`src/rtl/maquina_pkg.sv`:
```
// Shared types and constants for the maquina code lock: FSM states, unlock code
// digits and seven-segment patterns ordered {A,B,C,D,E,F,G}.
package maquina_pkg;

    typedef enum logic [2:0] {
        IDLE = 3'd0,
        S1   = 3'd1,
        S2   = 3'd2,
        S3   = 3'd3,
        OPEN = 3'd4
    } state_t;

    localparam logic [3:0] CODE0 = 4'd5;
    localparam logic [3:0] CODE1 = 4'd9;
    localparam logic [3:0] CODE2 = 4'd0;
    localparam logic [3:0] CODE3 = 4'd2;

    localparam logic [6:0] SEG_BLANK = 7'b0000000;
    localparam logic [6:0] SEG_0     = 7'b1111110;
    localparam logic [6:0] SEG_1     = 7'b0110000;
    localparam logic [6:0] SEG_2     = 7'b1101101;
    localparam logic [6:0] SEG_3     = 7'b1111001;
    localparam logic [6:0] SEG_4     = 7'b0110011;
    localparam logic [6:0] SEG_5     = 7'b1011011;
    localparam logic [6:0] SEG_6     = 7'b1011111;
    localparam logic [6:0] SEG_7     = 7'b1110000;
    localparam logic [6:0] SEG_8     = 7'b1111111;
    localparam logic [6:0] SEG_9     = 7'b1111011;
    localparam logic [6:0] SEG_HEX_A = 7'b1110111;
    localparam logic [6:0] SEG_HEX_B = 7'b0011111;
    localparam logic [6:0] SEG_HEX_C = 7'b1001110;
    localparam logic [6:0] SEG_HEX_D = 7'b0111101;
    localparam logic [6:0] SEG_HEX_E = 7'b1001111;
    localparam logic [6:0] SEG_HEX_F = 7'b1000111;
    localparam logic [6:0] SEG_DASH  = 7'b0000001;

    // True when d is the code digit that advances out of state s; OPEN expects none.
    function automatic logic code_match(input state_t s, input logic [3:0] d);
        case (s)
            IDLE:    return d == CODE0;
            S1:      return d == CODE1;
            S2:      return d == CODE2;
            S3:      return d == CODE3;
            default: return 1'b0;
        endcase
    endfunction

    function automatic state_t advance(input state_t s);
        case (s)
            IDLE:    return S1;
            S1:      return S2;
            S2:      return S3;
            S3:      return OPEN;
            default: return IDLE;
        endcase
    endfunction

endpackage

```
`src/rtl/seg7_decoder.sv`:
```
// Seven-segment decoder, active-high outputs ordered {A..G}.
// Define MAQUINA_HEX_EN to show A b C d E F for 10-15; otherwise those show a dash.
module seg7_decoder
    import maquina_pkg::*;
(
    input  logic [3:0] value,
    input  logic       blank,
    output logic [6:0] segments
);

    always_comb begin
        // NOTE: every path assigns segments so no latch is inferred.
        segments = SEG_BLANK;
        if (!blank) begin
            case (value)
                4'd0:    segments = SEG_0;
                4'd1:    segments = SEG_1;
                4'd2:    segments = SEG_2;
                4'd3:    segments = SEG_3;
                4'd4:    segments = SEG_4;
                4'd5:    segments = SEG_5;
                4'd6:    segments = SEG_6;
                4'd7:    segments = SEG_7;
                4'd8:    segments = SEG_8;
                4'd9:    segments = SEG_9;
`ifdef MAQUINA_HEX_EN
                4'd10:   segments = SEG_HEX_A;
                4'd11:   segments = SEG_HEX_B;
                4'd12:   segments = SEG_HEX_C;
                4'd13:   segments = SEG_HEX_D;
                4'd14:   segments = SEG_HEX_E;
                default: segments = SEG_HEX_F;
`else
                default: segments = SEG_DASH;
`endif
            endcase
        end
    end

endmodule

```
`src/rtl/maquina.sv`:
```
// Digit-entry code lock (5-9-0-2) with a single-digit seven-segment readout.
// Build option MAQUINA_HEX_EN selects hex glyphs for digits 10-15 in seg7_decoder.
module maquina
    import maquina_pkg::*;
(
    input  logic       clk,
    input  logic       reset,
    input  logic       insere,
    input  logic [3:0] numero,
    output logic       LED,
    output logic       A,
    output logic       B,
    output logic       C,
    output logic       D,
    output logic       E,
    output logic       F,
    output logic       G
);

    state_t     state;
    state_t     next_state;
    logic [3:0] last;
    logic       have_last;
    logic       new_digit;
    logic [6:0] segments;

    // A digit equal to the previous accepted one is a hold, not a fresh entry.
    assign new_digit = insere && !(have_last && numero == last);

    always_comb begin
        next_state = state;
        if (new_digit) begin
            if (code_match(state, numero))
                next_state = advance(state);
            else if (numero == CODE0)
                next_state = S1;
            else
                next_state = IDLE;
        end
    end

    // NOTE: sequential state uses non-blocking assignments so all registers update together.
    always_ff @(posedge clk or negedge reset) begin
        if (!reset) begin
            state     <= IDLE;
            last      <= 4'd0;
            have_last <= 1'b0;
        end else begin
            state <= next_state;
            if (new_digit) begin
                last      <= numero;
                have_last <= 1'b1;
            end
        end
    end

    assign LED = (state == OPEN);

    seg7_decoder u_seg7 (
        .value    (last),
        .blank    (!have_last),
        .segments (segments)
    );

    assign {A, B, C, D, E, F, G} = segments;

endmodule

```
`config.mk`:
```
export PLATFORM = sky130hd
export DESIGN_NAME = maquina
export DESIGN_NICKNAME = d
export VERILOG_FILES = /design/src/rtl/maquina_pkg.sv /design/src/rtl/seg7_decoder.sv /design/src/rtl/maquina.sv
export SDC_FILE = /design/constraint.sdc
export NUM_CORES = 1
export LEC_CHECK = 0
export CORE_UTILIZATION = 48
export DETAILED_ROUTE_END_ITERATION = 16
export GPL_TIMING_DRIVEN = 1
export PLACE_DENSITY = 0.81
export SLEW_MARGIN = 10
export SYNTH_ARGS = -nofsm -noshare
export SYNTH_HDL_FRONTEND = slang
export SYNTH_SLANG_ARGS = --single-unit
```
`constraint.sdc`:
```
create_clock -name clk -period 1.5 [get_ports clk]
set_clock_uncertainty 0.1 [all_clocks]
set_input_delay 0.225 -clock clk [delete_from_list [all_inputs] [get_ports clk]]
set_output_delay 0.225 -clock clk [all_outputs]
set_load 0.01 [all_outputs]
```
==> results.json, run 1 <==
{
  "status": "finished, violations left",
  "violations": "negative setup slack",
  "crit_family": "flip-flops",
  "io_pins": 15,
  "synth_common_cells": "dfrtp_1, inv_1, ha_1",
  "port_buffers": 14,
  "cts_root_buf": "clkbuf_4",
  "yosys.area.top_type": "dfrtp_1",
  "multi_input_area_um2": 537,
  "grt_max_degree": 10,
  "synth.distinct_cells": 28,
  "wl_per_cell_um": 17.5,
  "antenna_left": 0,
  "hold_ws_ps": 153,
  "synth_area_um2": 677,
  "grt_pass1_vias": 679,
  "die_y_um": 39.6,
  "worstPathRequired_ps": 1170,
  "ys_async_sr_fraction": 1.00,
  "synthCells": 77,
  "initial_utilization": 0.520,
  "crit_cells": 5,
  "hp-class": "in -> async",
  "finalHoldViolCount": 0,
  "cp_slowest_cell": "dfrtp_1",
  "clock-sinks": 8,
  "via_per_inst": 5.60,
  "gp_congestion": 0.849,
  "antennaDiodeCount": 0,
  "crit_buf_inv": 2,
  "leakage_nw": 0.510,
  "power_density_mw_per_mm2": 694,
  "num_rows": 13,
  "grt_util_all_layers": 0.293,
  "post-route-min-period_ps": 1920,
  "layout.nets": 133,
  "synth_most_common_cell": "dfrtp_1",
  "cts_tree": "done",
  "rr_worst_depth": 6,
  "firstDrtPassIters": 4,
  "avgSynthCellArea_um2": 8.79,
  "vias": 745,
  "cp-endpoint": "B",
  "ys_ff_latch": 8,
  "worst_setup_path_end_kind": "output pin",
  "period_share": 1.28,
  "clk_path_buf_depth": 2,
  "synth_nets": 90,
  "r2r_slack_ps": -90,
  "antenna_found_initial": 0,
  "setup_ws_ps": -418,
  "dpl.hpwl_um": 1360,
  "path_cells": "inv_2, ha_2, nor2_1, o21a_1, clkdlybuf4s15_2",
  "place_ws_ps": -483,
  "max-slew-margin-rel": 0.723,
  "start_kind": "flip-flop",
  "seq_area_frac_synth": 0.296,
  "r2r-start": "last[1]",
  "fin_util": 0.877,
  "critPathLaunch": "last[1]",
  "grt-ovfl-total": 0,
  "rr_endpoint": "state[1]",
  "cpPeakStageDelay_ps": 420,
  "fp.dieW_um": 39.6,
  "drtIter0Drc": 16,
  "critPathMaxFanout": 4,
  "drc": 0,
  "finalSetupViolations": 10,
  "cts-buffers-inserted": 3,
  "synth_warnings": 0,
  "grt_first_pass_wirelength_um": 2880,
  "dieArea_mm2": 0.00156,
  "cts.clk_slew.worst_paths_ps": 60,
  "routed_wl_um": 2330,
  "max_freq_ghz": 0.521,
  "critPathKind": "reg -> out",
  "n_fill_cell": 68,
  "finalSetupTns_ps": -2320,
  "arrival_ps": 1590,
  "area_delta_synth_final_pct": 68.6,
  "synthTopCellsByArea": "dfrtp_1, ha_1, xnor2_1",
  "rsz0062_at_grt": "yes",
  "worstMarginPinSlew_ps": 415,
  "drive_gt1_frac": 0.525,
  "synth-edff-count": 0,
  "ir_drop_v": 0.000686,
  "synth.top_cell.area_share": 0.296,
  "htree_levels": 1,
  "max_cap_violations": 0,
  "register_area_um2": 200,
  "synth_flop_cell": "dfrtp_1",
  "final_max_slew_viol_count": 0,
  "worstSkewPairLatency_ps": 270,
  "fp.coreArea_mm2": 0.00130
}
## sequential cells by signal (all words and copies together), names as in the netlist
signal	cells
state	3
have_last	1
last	4
## per-layer routing
layer,track usage,vias up,part of all wire
met1,0.324,371,0.41
li1,-,348,-
met3,0.0398,8,0.036
met5,0,-,0
met4,0.216,0,0.028
met2,0.500,18,0.52
## power breakdown
group	switching, mW	leakage (nW)	internal, mW
logic	0.175	0.399	0.203
registers	0.0102	0.0981	0.228
clock network	0.0824	0.0138	0.0922
total	0.268	0.510	0.523
## cell families after synthesis
| kind of cell | Yosys count | share of synthesized area |
|---|---|---|
| adder cells (fa/ha/maj) | 6 | 0.111 |
| XOR/XNOR | 4 | 0.0518 |
| flip-flops | 8 | 0.296 |
| AND/OR/NAND/NOR | 27 | 0.246 |
| AO/OA/AOI/OAI | 18 | 0.172 |
| multiplexers | 4 | 0.0628 |
| buffers and inverters | 10 | 0.0610 |
## final cells by class
cell class,count,share of cell area
inverter,7,0.0230
multi-input combinational,59,0.470
clock buffer,3,0.0197
sequential,8,0.175
tap,15,0.0164
timing repair buffer,41,0.295
## worst min-delay path by stage
stage	from	end	slack (ps)	depth (start not counted)
6_report	reset	last[2]	150	1
5_1_grt	reset	last[2]	180	1
4_1_cts	reset	last[2]	160	1
3_5_place_dp	reset	last[2]	460	1
3_3_place_gp	reset	last[2]	430	1
2_1_floorplan	reset	have_last	-170	0
## layout by cell type (no fill, tap or decap), types with 4 or more instances in the layout
cell | netlist | layout
buf_4 | 0 | 22
clkdlybuf4s50_1 | 0 | 5
buf_6 | 0 | 5
nor2_1 | 5 | 5
o21a_1 | 4 | 4
buf_2 | 3 | 5
dfrtp_1 | 8 | 8
nand2_1 | 4 | 4
ha_4 | 0 | 4
inv_1 | 7 | 4
## through the flow
step / std cells / area (um^2) / total power [mW]
5_1_grt: 133 / 1140 / 0.831
4_1_cts: 128 / 1040 / 0.727
3_3_place_gp: 119 / 945 / 0.521
2_1_floorplan: 77 / 681 / 0.387
3_5_place_dp: 119 / 945 / 0.533
6_report: 133 / 1140 / 0.791
## what timing repair did
action                                  in CTS  in global routing
endpoints found under the setup margin       8                 11
hold endpoints to repair                     0                  0
setup buffers                                6                  5
hold buffers                                 0                  0
gates resized for setup                     39                 19
pin swaps                                    4                 10
(Power assumes the default switching activity.)
==> run 2, diff against run 1 <==
- CORE_MARGIN: default -> 5
- CTS_CLUSTER_SIZE: default -> 12
==> results.json, run 2 (same netlist as run 1, synthesis figures left out) <==
{
  "max_cap_violations": 0,
  "cts-buffers-inserted": 3,
  "rsz0062_at_grt": "yes",
  "firstDrtPassIters": 4,
  "start_kind": "flip-flop",
  "largest_register": "last",
  "largest_reg_flops": 4,
  "rr_endpoint": "state[1]",
  "antenna_left": 0,
  "grt_pass1_vias": 765,
  "status": "finished, violations left",
  "critPathMaxFanout": 5,
  "worstPathRequired_ps": 1170,
  "gp_congestion": 0.845,
  "place_ws_ps": -479,
  "period_share": 1.22,
  "post-route-min-period_ps": 1840,
  "antennaDiodeCount": 0,
  "p_total_mw": 0.769,
  "initial_utilization": 0.514,
  "cts_root_buf": "clkbuf_4",
  "final_common_cell": "buf_4",
  "drc": 0,
  "hold_buffers": 0,
  "violations": "negative setup slack",
  "io_pins": 15,
  "postLayoutCellArea_mm2": 0.00108,
  "max_freq_ghz": 0.544,
  "max-slew-margin-rel": 0.743,
  "critPathLaunch": "last[0]",
  "cts_tree": "done",
  "antenna_found_initial": 0,
  "cts.clk_slew.worst_paths_ps": 60,
  "drtIter0Drc": 24,
  "num_rows": 13,
  "grt_util_all_layers": 0.233,
  "dpl.hpwl_um": 1260,
  "final_max_slew_viol_count": 0,
  "dieArea_mm2": 0.00226,
  "grt_max_degree": 10,
  "port_buffers": 14,
  "placed_area_um2": 945,
  "worstMarginPinSlew_ps": 385,
  "fp.dieW_um": 47.6,
  "die_y_um": 47.6,
  "top_regs": "last (4), state (3), have_last (1)",
  "finalHoldViolCount": 0,
  "arrival_ps": 1510,
  "grt-ovfl-total": 0,
  "htree_levels": 1,
  "leakage_nw": 0.468,
  "drive_gt1_frac": 0.486,
  "grt_first_pass_wirelength_um": 3500,
  "wl_per_cell_um": 17.8,
  "finalSetupViolations": 10,
  "worst_setup_path_end_kind": "output pin",
  "layout.nets": 126,
  "rr_worst_depth": 7,
  "via_per_inst": 5.70,
  "r2r_slack_ps": -100,
  "ir_drop_v": 0.000456,
  "area_delta_synth_final_pct": 59.9,
  "r2r-start": "last[0]",
  "routed_wl_um": 2250,
  "critPathKind": "reg -> out",
  "fp.coreArea_mm2": 0.00132,
  "clock-sinks": 8,
  "worstSkewPairLatency_ps": 270,
  "clk_path_buf_depth": 2,
  "layout_common_cells": "buf_4, dfrtp_1, buf_2",
  "setup_ws_ps": -337,
  "cp-endpoint": "C",
  "hp-class": "in -> async",
  "vias": 718,
  "power_density_mw_per_mm2": 711
}
run 2: changes by cell type in the layout (fill, tap and decap cells not counted), moves of 2 or more:
cell,delta
buf_4,-6
buf_2,+2
clkdlybuf4s15_2,-2
ha_2,-2
inv_2,-2
nor2_1,-2
nor2_2,+2
run 2: area by class of cell:
class                      instances  area [um^2]
multi-input combinational         59          544
timing repair buffer              34          265
fill                              72          235
sequential                         8          200
inverter                           7         31.3
clock buffer                       3         22.5
tap                               15         18.8
run 2: how the worst min path moves through the flow:
stage | from | end | slack [ps] | cells after the start
6_report | reset | state[1] | 140 | 1
5_1_grt | reset | state[1] | 160 | 1
4_1_cts | reset | state[1] | 140 | 1
3_5_place_dp | reset | state[1] | 430 | 1
3_3_place_gp | reset | state[2] | 420 | 1
2_1_floorplan | reset | have_last | -170 | 0
run 2: power breakdown:
| group | switching [mW] | leakage [nW] | internal (mW) |
|---|---|---|---|
| Clock | 0.0812 | 0.0138 | 0.0920 |
| Sequential | 0.00974 | 0.0981 | 0.228 |
| Combinational | 0.177 | 0.356 | 0.181 |
| Total | 0.268 | 0.468 | 0.501 |
run 2: stage by stage:
step | instances | hold WS (ps) | TNS [ps] | util
after floorplan | 77 | -171 | -8.39 | -
after global placement | 119 | 424 | -3020 | 0.717
after detailed placement | 119 | 434 | -3410 | 0.717
after CTS | 124 | 144 | -1770 | 0.805
after global routing | 126 | 163 | -2880 | 0.821
final | 126 | 142 | -2260 | 0.821
run 2: routing by layer:
| metal | GRT usage | up-vias | share of wire | wire [um] |
|---|---|---|---|---|
| met5 | 0 | - | 0 | 0 |
| met4 | 0.156 | 0 | 0.029 | 66 |
| met3 | 0.0451 | 8 | 0.059 | 132 |
| met2 | 0.388 | 24 | 0.50 | 1110 |
| met1 | 0.269 | 356 | 0.42 | 934 |
| li1 | - | 330 | - | - |
run 2: timing repair:
item / in CTS / in global routing
setup buffers: 2 / 2
pin swaps: 9 / 6
setup endpoints to repair: 8 / 11
gates resized for setup: 53 / 5
run 2: critical path, cell delays in order (launching register included):
cell	delay, ps
dfrtp_1	390
buf_4	160
inv_6	80
ha_4	120
nor2b_4	130
o22ai_1	80
and2_1	160
buf_2	130
